## src/rtl/ysyx_23060240_sram_rd_arbiter.sv

```systemverilog
// Two-master AXI4-Lite read-channel arbiter (IFU=M0, LSU=M1) onto one SRAM read port, one read in flight.
// Define ARB_ROUND_ROBIN_EN for round-robin tie-breaking; default is fixed priority with M1 winning ties.
module ysyx_23060240_sram_rd_arbiter #(
    parameter int ADDR_W = 32,
    parameter int DATA_W = 32
) (
    input  logic              clk,
    input  logic              rst_n,
    input  logic [ADDR_W-1:0] m0_araddr,
    input  logic              m0_arvalid,
    output logic              m0_arready,
    output logic              m0_rvalid,
    output logic [DATA_W-1:0] m0_rdata,
    input  logic              m0_rready,
    input  logic [ADDR_W-1:0] m1_araddr,
    input  logic              m1_arvalid,
    output logic              m1_arready,
    output logic              m1_rvalid,
    output logic [DATA_W-1:0] m1_rdata,
    input  logic              m1_rready,
    output logic [ADDR_W-1:0] s_araddr,
    output logic              s_arvalid,
    input  logic              s_arready,
    input  logic              s_rvalid,
    input  logic [DATA_W-1:0] s_rdata,
    output logic              s_rready,
    output logic [1:0]        grant
);

    // Handshakes: a transfer happens on a rising edge where valid and ready are both high;
    // a master holds valid and payload stable until then.
    typedef enum logic [1:0] {
        IDLE    = 2'd0,
        SEND_AR = 2'd1,
        WAIT_R  = 2'd2
    } state_t;

    state_t            state, state_nxt;
    logic [1:0]        grant_nxt;
    logic [ADDR_W-1:0] addr_q, addr_nxt;
    logic              arvalid_nxt;
    logic              win0, win1;

`ifdef ARB_ROUND_ROBIN_EN
    // last_m1 = 1 when M1 was the most recent master accepted.
    logic last_m1, last_m1_nxt;
    assign win1 = m1_arvalid && (!m0_arvalid || !last_m1);
`else
    assign win1 = m1_arvalid;
`endif
    assign win0 = m0_arvalid && !win1;

    assign s_araddr = addr_q;

    always_comb begin
        state_nxt   = state;
        grant_nxt   = grant;
        addr_nxt    = addr_q;
        arvalid_nxt = s_arvalid;
        m0_arready  = 1'b0;
        m1_arready  = 1'b0;
        m0_rvalid   = 1'b0;
        m1_rvalid   = 1'b0;
        m0_rdata    = '0;
        m1_rdata    = '0;
        s_rready    = 1'b0;
`ifdef ARB_ROUND_ROBIN_EN
        last_m1_nxt = last_m1;
`endif
        case (state)
            IDLE: begin
                // Ready is withheld during reset so no request is accepted then dropped.
                if (rst_n) begin
                    m0_arready = win0;
                    m1_arready = win1;
                    if (win0 || win1) begin
                        state_nxt   = SEND_AR;
                        grant_nxt   = {win1, win0};
                        addr_nxt    = win1 ? m1_araddr : m0_araddr;
                        arvalid_nxt = 1'b1;
`ifdef ARB_ROUND_ROBIN_EN
                        last_m1_nxt = win1;
`endif
                    end
                end
            end
            SEND_AR: begin
                if (s_arready) begin
                    state_nxt   = WAIT_R;
                    arvalid_nxt = 1'b0;
                end
            end
            WAIT_R: begin
                if (grant[1]) begin
                    s_rready  = m1_rready;
                    m1_rvalid = s_rvalid;
                    m1_rdata  = s_rdata;
                end else if (grant[0]) begin
                    s_rready  = m0_rready;
                    m0_rvalid = s_rvalid;
                    m0_rdata  = s_rdata;
                end
                if (s_rvalid && s_rready) begin
                    state_nxt = IDLE;
                    grant_nxt = 2'b00;
                end
            end
            default: begin
                state_nxt   = IDLE;
                grant_nxt   = 2'b00;
                arvalid_nxt = 1'b0;
            end
        endcase
    end

    always_ff @(posedge clk) begin
        if (!rst_n) begin
            state     <= IDLE;
            grant     <= 2'b00;
            addr_q    <= '0;
            s_arvalid <= 1'b0;
`ifdef ARB_ROUND_ROBIN_EN
            last_m1   <= 1'b1;
`endif
        end else begin
            state     <= state_nxt;
            grant     <= grant_nxt;
            addr_q    <= addr_nxt;
            s_arvalid <= arvalid_nxt;
`ifdef ARB_ROUND_ROBIN_EN
            last_m1   <= last_m1_nxt;
`endif
        end
    end

`ifndef SYNTHESIS
    // The SRAM may only present read data while a read is outstanding.
    spurious_rvalid: assert property (@(posedge clk) disable iff (!rst_n)
        s_rvalid |-> (state == WAIT_R));
`endif

endmodule
```

## config.mk

```make
export PLATFORM = sky130hd
export DESIGN_NAME = ysyx_23060240_sram_rd_arbiter
export DESIGN_NICKNAME = d
export VERILOG_FILES = /design/src/rtl/ysyx_23060240_sram_rd_arbiter.sv
export SDC_FILE = /design/constraint.sdc
export NUM_CORES = 1
export LEC_CHECK = 0
export ABC_AREA = 1
export CAP_MARGIN = 30
export CORE_AREA = 2 2 80 101
export CTS_CLUSTER_SIZE = 25
export DETAILED_ROUTE_END_ITERATION = 8
export DIE_AREA = 0 0 82 103
export PLACE_DENSITY = 0.78
export RECOVER_POWER = 50
export SLEW_MARGIN = 0
export SYNTH_ARGS = -nofsm -noshare
export SYNTH_HDL_FRONTEND = slang
export SYNTH_SLANG_ARGS = --single-unit
```

## constraint.sdc

```tcl
create_clock -name clk -period 1.3 [get_ports clk]
set_input_delay 0.325 -clock clk [delete_from_list [all_inputs] [get_ports clk]]
set_output_delay 0.325 -clock clk [all_outputs]
set_load 0.05 [all_outputs]
```

==> key figures, run 1 <==
Status
  – Run status: complete, but fails checks
  – Failing checks: negative setup slack

Timing
  – Worst relative slew slack: 74.6%
  – Final hold viol count: 0
  – # setup viols final: 107
  – Final worst-path setup slack: -0.541 ns
  – Slew at the pin with the worst max-slew slack: 0.381 ns
  – Unrepaired setup endpoints after global routing: yes
  – Final period demand of the worst path: 1.84 ns
  – Upper clock frequency limit: 543 MHz
  – Max-slew violation count: 0
  – Final-layout worst hold slack: 0.504 ns
  – Fin Clk Skew: 0.0106 ns
  – Final period utilization: 142%

Layout
  – Fraction of layout instances using a drive strength above 1: 50.2%
  – Count of non-filler cells in the finished layout: 637
  – Nets: 645
  – Number of diodes added for antenna fixing: 0
  – Final Instance Area: 0.00646 mm²
  – Area added between synthesis and finish: 186%

Floorplan
  – CORE AREA: 0.00757 mm²
  – Standard-cell row count: 36
  – Chip height: 103 µm
  – Horiz. Die Dim: 82 µm
  – Effective utilization at floorplan: 29.9%
  – Floorplan die area: 0.00845 mm²
  – Ports placed on the boundary: 208

Clocking
  – Clock Sinks: 37
  – Clk root buf: sky130_fd_sc_hd__clkbuf_8
  – Clock transition time at the flip-flop clock pins of the worst setup and hold paths: 0.08 ns
  – TritonCTS clock tree: built
  – Worst-skew pair later-pin latency: 0.30 ns
  – H-tree depth: 2
  – Inserted Clock Buffers: 5
  – Maximum clock path buffer count: 2

Power and ir drop
  – Switching share of power: 43.1%
  – Net switching component of the power: 2.14 mW
  – P_leak: 2.81 nW
  – Comb pwr share: 54.2%
  – Peak supply drop: 842 µV
  – Ratio of total power to cell area: 768 mW/mm²
  – Internal Pwr Total: 2.83 mW
  – Register share of total power: 28.6%
  – Clk pwr share: 17.2%
  – Total chip power: 4.96 mW

Yosys
  – Most frequently used cell type in the post-synthesis netlist: sky130_fd_sc_hd__inv_1
  – Post-synthesis sequential element count: 37
  – Top cells by instance count after synthesis: 40 x sky130_fd_sc_hd__inv_1, 39 x sky130_fd_sc_hd__nor2_1, 37 x sky130_fd_sc_hd__dfxtp_1, 32 x sky130_fd_sc_hd__mux2i_1, 31 x sky130_fd_sc_hd__a21oi_1
  – Compound-cell area share of the yosys netlist: 16.8%
  – Area of the mapped netlist: 0.00226 mm²
  – Portion of synthesized cell area occupied by the leading cell type: 32.8%
  – Area share of and/or/nand/nor cells after synthesis: 20.9%
  – Syn avg cell area: 7.61 µm²
  – Post-synthesis adder-cell area fraction: 0%
  – Synthesized Nets: 401
  – Count of flip-flops with a built-in enable after synthesis: 0
  – Dominant cells by area after synthesis: sky130_fd_sc_hd__dfxtp_1 33%, sky130_fd_sc_hd__mux2i_1 14%, sky130_fd_sc_hd__a21oi_1 6.9%, sky130_fd_sc_hd__inv_1 6.6%, sky130_fd_sc_hd__nor2_1 6.5%
  – XOR/XNOR Fraction of Synth Area: 0%
  – Total number of yosys warnings: 0
  – Primary flip-flop cell chosen by synthesis mapping: sky130_fd_sc_hd__dfxtp_1
  – Largest area contributor in the netlist: sky130_fd_sc_hd__dfxtp_1
  – Multiplexer area fraction after synthesis: 14.2%
  – Async set or reset register ratio after synthesis: 0%
  – Synth cell types: 28
  – Count of mapped cells out of synthesis: 297
  – Main combinational cell family by area after synthesis: simple AND/OR/NAND/NOR gates
  – Sequential fraction of the synthesis area: 32.8%

Worst hold path
  – Hold/Removal Path Class: reg2reg
  – Number of cells on the worst hold path: 2

Drt
  – Number of DRC markers in iteration 0: 104
  – Residual antenna-violating net count after detailed routing: 0
  – DR pass1 iterations: 4
  – Vias per inst: 5.15
  – Aggregate routed wire length: 13400 µm
  – DR DRC count: 0
  – Via count: 3281
  – WL/cell: 21.1 µm

Setup path
  – Biggest fanout along the worst timing path: 10
  – Worst path depth: 7
  – Crit path DAT: 1.52 ns
  – Slowest-stage cell, CP: sky130_fd_sc_hd__dfxtp_2
  – Path depth of the worst reg2reg path: 9
  – Critical Path Start Type: flop
  – CP endpoint kind: output pin
  – Class of the most critical setup path: reg2out
  – Bufs and invs on worst path: 4
  – Category of cells accounting for the largest share of critical-path delay: buffers and inverters
  – Most common cell on crit path: sky130_fd_sc_hd__nor2_4
  – Required time of the worst setup path: 0.98 ns
  – Largest stage delay on the critical path: 0.34 ns
  – Cell-by-cell listing of the critical path: inv_2 -> nor2_4 -> buf_4 -> nand2_4 -> clkbuf_16 -> nor2_4 -> buf_12

Global route
  – Vias in the first global route: 3561
  – Largest net degree at the start of global routing: 35
  – Remaining global-route overflow: 0
  – Global-route wire length before repair: 18600 µm
  – Number of antenna violations at the first check in global routing: 0
  – Global-route total usage across every layer: 29.6%

Placed design
  – Total half-perimeter wirelength after legalization and detailed placement: 8460 µm
  – Buffers added on ports: 207
  – Weighted congestion at the end of routability-driven global placement: 0.804
  – Post-placement cell count: 611
  – Post-place instance area: 0.00628 mm²

Job
  – Max capacitance violation total: 0
[per-stage QoR]
stage | TNS [ns] | setup WS (ns) | util (%)
after CTS | -32.99 | -0.527 | 87.5
final | -39.11 | -0.541 | 85.4
after global placement | -25.92 | -0.380 | 82.9
after detailed placement | -29.90 | -0.446 | 82.9
after floorplan | -17.64 | -0.340 | -
after global routing | -44.84 | -0.593 | 85.4
[registers in the layout, indices dropped and copies added, names as in the netlist]
register,cells
grant,2
s_arvalid,1
s_araddr,32
state,2
[logic make-up (layout without fill, tap and decap cells)]
family                 Yosys count  count (layout)
DFF                             37              37
muxes                           32              32
buffers and inverters           65             310
and+or+nand+nor                 94              94
AOI/OAI and AO/OA               69              69
[layout make-up]
type | count | area (µm²)
fillers | 349 | 1100
flip-flops and latches | 37 | 751
inverters | 43 | 200
clock buffers | 5 | 68.8
well taps | 95 | 119
repair inverters | 4 | 55.1
multi-input cells | 195 | 1840
repair buffers | 255 | 3410
clock inverters | 3 | 21.3
[layer usage]
layer  vias up  routed length, µm  track usage [%]
li1       1477                  -                -
met1      1548               4110             29.3
met2       211               7470             57.5
met3        45               1300             8.49
met4         0                544             10.4
met5         -                  0                0
[worst register-to-register path, stage by stage (launching register included)]
cell	delay (ns)
sky130_fd_sc_hd__dfxtp_2	0.35
sky130_fd_sc_hd__buf_6	0.13
sky130_fd_sc_hd__nor2_4	0.15
sky130_fd_sc_hd__buf_4	0.13
sky130_fd_sc_hd__buf_6	0.09
sky130_fd_sc_hd__o21ai_4	0.08
sky130_fd_sc_hd__buf_8	0.17
sky130_fd_sc_hd__inv_12	0.10
sky130_fd_sc_hd__o21ai_1	0.09
sky130_fd_sc_hd__a21oi_1	0.18
[final timing paths]
kind                          start                         to  slack (ns)
max           state[1]$_SDFFE_PN0P_                m1_rdata[4]       -0.54
min          s_arvalid$_SDFFE_PN0P_     s_arvalid$_SDFFE_PN0P_        0.50
max reg2reg   state[0]$_SDFFE_PN0P_  s_araddr[22]$_SDFFE_PN0P_       -0.23
min reg2reg  s_arvalid$_SDFFE_PN0P_     s_arvalid$_SDFFE_PN0P_        0.50
[power by group through the flow]
| stage | Clock, mW | Sequential [mW] | Combinational [mW] |
|---|---|---|---|
| after floorplan | 0 | 1.87 | 0.868 |
| after global placement | 0 | 1.45 | 2.45 |
| after detailed placement | 0 | 1.46 | 2.50 |
| after CTS | 0.837 | 1.44 | 2.75 |
| after global routing | 0.899 | 1.43 | 2.78 |
| final | 0.855 | 1.42 | 2.69 |
[timing repair]
action / 4_1_cts / 5_1_grt
gates cloned: 5 / 1
hold buffers: 0 / 0
setup buffers: 9 / 4
setup endpoints to repair: 102 / 107
pin swaps: 12 / 8
gates resized for setup: 36 / 18
[layout by cell type (no fill, tap or decap), types with 3 or more instances in the layout]
| cell type | n |
|---|---|
| sky130_fd_sc_hd__clkdlybuf4s50_1 | 100 |
| sky130_fd_sc_hd__buf_12 | 94 |
| sky130_fd_sc_hd__nor2_4 | 38 |
| sky130_fd_sc_hd__inv_1 | 35 |
| sky130_fd_sc_hd__nor3_4 | 33 |
| sky130_fd_sc_hd__dfxtp_1 | 33 |
| sky130_fd_sc_hd__mux2i_1 | 32 |
| sky130_fd_sc_hd__o21ai_1 | 27 |
| sky130_fd_sc_hd__a21oi_1 | 26 |
| sky130_fd_sc_hd__buf_4 | 26 |
| sky130_fd_sc_hd__buf_2 | 16 |
| sky130_fd_sc_hd__buf_6 | 10 |
| sky130_fd_sc_hd__a21oi_2 | 9 |
| sky130_fd_sc_hd__o21ai_2 | 6 |
| sky130_fd_sc_hd__nand2_1 | 6 |
| sky130_fd_sc_hd__nand2_2 | 5 |
| sky130_fd_sc_hd__clkbuf_8 | 5 |
| sky130_fd_sc_hd__inv_2 | 4 |
| sky130_fd_sc_hd__nand3_1 | 4 |
| sky130_fd_sc_hd__inv_6 | 3 |
| sky130_fd_sc_hd__nor2_1 | 3 |
No activity file was read; power rests on OpenSTA's default activity.
==> inputs of run 2 (changes only) <==
--- a/config.mk
+++ b/config.mk
@@ -13,7 +13,8 @@
 export DIE_AREA = 0 0 82 103
 export PLACE_DENSITY = 0.78
 export RECOVER_POWER = 50
-export SLEW_MARGIN = 0
+export SLEW_MARGIN = 20
 export SYNTH_ARGS = -nofsm -noshare
 export SYNTH_HDL_FRONTEND = slang
 export SYNTH_SLANG_ARGS = --single-unit
+export TNS_END_PERCENT = 20
==> run 2 against run 1 <==
Compared with the run above: the run still ends with negative setup slack left; cell count is 0.63% higher; power is 10% lower; cell area is 8.1% lower; via count is 6.6% lower; die area stayed put; critical endpoint is now m1_rdata[15]; global-route usage is 6.3 points lower; critical path depth stayed put; sequential cell count stayed put; non-clock buffer count is 8 higher; wire length is 21% lower; first-iteration DRC count is 53% lower; combinational power is 14% lower.
==> key figures, run 2 (synthesized netlist as in run 1, its figures left out) <==
Drt
  – Vias per inst: 4.78 (-7.2%)
  – Number of DRC markers in iteration 0: 49 (-53%)
  – DR pass1 iterations: 6 (+2)
  – Detailed route wirelength on metal3: 1140 µm (-13%)
  – Detail Route met2 WL: 5760 µm (-23%)
  – Via count: 3064 (-6.6%)
  – Detailed-routing wirelength on met1: 3450 µm (-16%)
  – Top layer reached by signal wires: met4
  – WL/cell: 16.5 µm (-21%)
  – Aggregate routed wire length: 10600 µm (-21%)
  – Residual antenna-violating net count after detailed routing: 0 (unchanged)
  – DR DRC count: 0 (unchanged)

Worst hold path
  – Hold/Removal Path Class: reg2reg
  – Worst hold start: s_arvalid$_SDFFE_PN0P_

Setup path
  – Bufs and invs on worst path: 4 (unchanged)
  – Category of cells accounting for the largest share of critical-path delay: buffers and inverters
  – Required time of the worst setup path: 0.98 ns (about the same)
  – Largest stage delay on the critical path: 0.33 ns (about the same)
  – Slowest-stage cell, CP: sky130_fd_sc_hd__dfxtp_2
  – Class of the most critical setup path: reg2out
  – Cell-by-cell listing of the critical path: inv_2 -> nor2_4 -> buf_6 -> nand2_8 -> buf_12 -> nor2_4 -> buf_12
  – Critical Path Start Type: flop
  – Origin of the critical flop-to-flop path: state[0]$_SDFFE_PN0P_
  – R2R Setup Slk: 0.05 ns (+0.28 ns)
  – CP endpoint kind: output pin
  – Crit path DAT: 1.44 ns (-0.08 ns)
  – Biggest fanout along the worst timing path: 8 (-2)
  – Worst setup startpoint: state[1]$_SDFFE_PN0P_

Timing
  – Slew at the pin with the worst max-slew slack: 0.290 ns (-0.0917 ns)
  – Final period demand of the worst path: 1.77 ns (-0.0748 ns)
  – Unrepaired setup endpoints after global routing: yes
  – Worst relative slew slack: 80.6% (+6.0 points)
  – Final hold viol count: 0 (unchanged)
  – Fin Clk Skew: 0.0106 ns (+0.00000870 ns)
  – Upper clock frequency limit: 566 MHz (+4.2%)
  – Max-slew violation count: 0 (unchanged)
  – Final worst-path setup slack: -0.466 ns (+0.0748 ns)
  – Final period utilization: 136% (-5.8 points)
  – # setup viols final: 69 (-36%)

Floorplan
  – Floorplan die area: 0.00845 mm² (unchanged)
  – Chip height: 103 µm (unchanged)
  – Ports placed on the boundary: 208 (unchanged)
  – Effective utilization at floorplan: 29.9% (unchanged)
  – Horiz. Die Dim: 82 µm (unchanged)
  – Standard-cell row count: 36 (unchanged)
  – CORE AREA: 0.00757 mm² (unchanged)

Power and ir drop
  – Net switching component of the power: 1.83 mW (-14%)
  – Ratio of total power to cell area: 748 mW/mm² (-2.6%)
  – Clk pwr share: 17.4% (+0.2 points)
  – Internal Pwr Total: 2.61 mW (-7.6%)
  – Register share of total power: 30.9% (+2.3 points)
  – Switching share of power: 41.3% (-1.8 points)
  – Peak supply drop: 833 µV (-1.0%)
  – Comb pwr share: 51.6% (-2.6 points)
  – P_leak: 2.68 nW (-4.5%)

Global route
  – Remaining global-route overflow: 0 (unchanged)
  – Vias in the first global route: 3127 (-12%)
  – Global-route total usage across every layer: 23.3% (-6.3 points)
  – Number of antenna violations at the first check in global routing: 0 (unchanged)
  – Largest net degree at the start of global routing: 35 (unchanged)
  – Global-route wire length before repair: 15100 µm (-19%)

Layout
  – Most common cell after layout, fill and taps aside: sky130_fd_sc_hd__clkdlybuf4s50_1
  – Nets: 649 (+0.62%)
  – Final standard cell utilization of the core: 78.5% (-6.9 points)
  – Number of flip-flops under the largest register name: 32 (unchanged)
  – Area used by sequential logic in the layout: 751 µm² (unchanged)
  – Area added between synthesis and finish: 163%
  – Fill count: 453 (+30%)
  – Multi-input gate area in the final layout: 0.00181 mm² (-1.6%)
  – Commonest non-fill, non-tap cells in the layout: 101 x sky130_fd_sc_hd__clkdlybuf4s50_1, 54 x sky130_fd_sc_hd__buf_12, 39 x sky130_fd_sc_hd__buf_6, 38 x sky130_fd_sc_hd__inv_1
  – Number of diodes added for antenna fixing: 0 (unchanged)
  – Fraction of layout instances using a drive strength above 1: 47.8% (-2.4 points)

Clocking
  – Clk root buf: sky130_fd_sc_hd__clkbuf_8
  – Maximum clock path buffer count: 2 (unchanged)
  – Inserted Clock Buffers: 5 (unchanged)
  – TritonCTS clock tree: built
  – Hold-fix buffer count after cts: 0 (unchanged)
  – Worst-skew pair later-pin latency: 0.28 ns (-0.02 ns)
  – Clock Sinks: 37 (unchanged)
  – H-tree depth: 2 (unchanged)
  – Clock transition time at the flip-flop clock pins of the worst setup and hold paths: 0.06 ns (-0.02 ns)

Placed design
  – Worst Setup Slack post-DPL: -0.400 ns (+0.0457 ns)
  – Buffers added on ports: 207 (unchanged)
  – Total half-perimeter wirelength after legalization and detailed placement: 8210 µm (-3.0%)
  – Weighted congestion at the end of routability-driven global placement: 0.778 (-3.3%)

Status
  – Run status: complete, but fails checks
  – Failing checks: negative setup slack

Job
  – Max capacitance violation total: 0 (unchanged)
[run 2: cell count changes in the layout (fill, tap and decap cells not counted), sizes merged]
cell	before	now
buf	150	148
bufinv	1	0
dlygate4sd2	2	1
inv	47	43
clkbuf	8	20
clkinvlp	1	0
clkdlybuf4s50	100	101
[run 2: area by class of cell]
cell class,instances,share of cell area (%)
repair buffers,263,50.6
inverters,43,2.97
flip-flops and latches,37,12.6
clock inverters,1,0.105
multi-input cells,195,30.4
well taps,95,2.00
clock buffers,7,1.28
[run 2: path summary, 6_finish.rpt]
check	endpoint	cells after the start
min reg2reg	s_arvalid$_SDFFE_PN0P_	2
max	m1_rdata[15]	7
max reg2reg	s_araddr[5]$_SDFFE_PN0P_	7
min	s_arvalid$_SDFFE_PN0P_	2
[run 2: per-stage QoR]
| stage | instance area (µm²) | hold WS, ns | instances | power [mW] | setup TNS [ns] |
|---|---|---|---|---|---|
| 6_report | 5940 | 0.460 | 641 | 4.45 | -29.96 |
| 5_1_grt | 5940 | 0.507 | 641 | 4.65 | -34.61 |
| 4_1_cts | 6270 | 0.499 | 638 | 4.81 | -28.59 |
| 3_5_place_dp | 5950 | 0.490 | 629 | 3.99 | -28.65 |
| 3_3_place_gp | 5950 | 0.492 | 629 | 3.94 | -26.83 |
| 2_1_floorplan | 2880 | 0.463 | 297 | 2.70 | -22.05 |
[run 2: tightest hold or removal path, stage by stage, from the launching register on]
cell                      delay, ns
sky130_fd_sc_hd__dfxtp_1       0.31
sky130_fd_sc_hd__nand2_1       0.06
sky130_fd_sc_hd__a21oi_1       0.05
[run 2: routing by layer]
layer	vias up	global-route usage (%)
met4	0	5.90
li1	1484	-
met3	18	9.37
met2	170	44.7
met5	-	0
met1	1392	22.9
[run 2: timing repair]
item	CTS	global route
endpoints found under the setup margin	92	92
resized for setup	62	13
setup buffers	1	2
pin swaps	3	8
cloned	0	1
[run 2: power groups by stage]
stage                     clock, mW  combinational, mW  sequential [mW]
after CTS                     0.797               2.57             1.44
final                         0.775               2.30             1.37
after global placement            0               2.49             1.45
after global routing          0.848               2.42             1.39
after floorplan                   0              0.839             1.86
after detailed placement          0               2.53             1.46
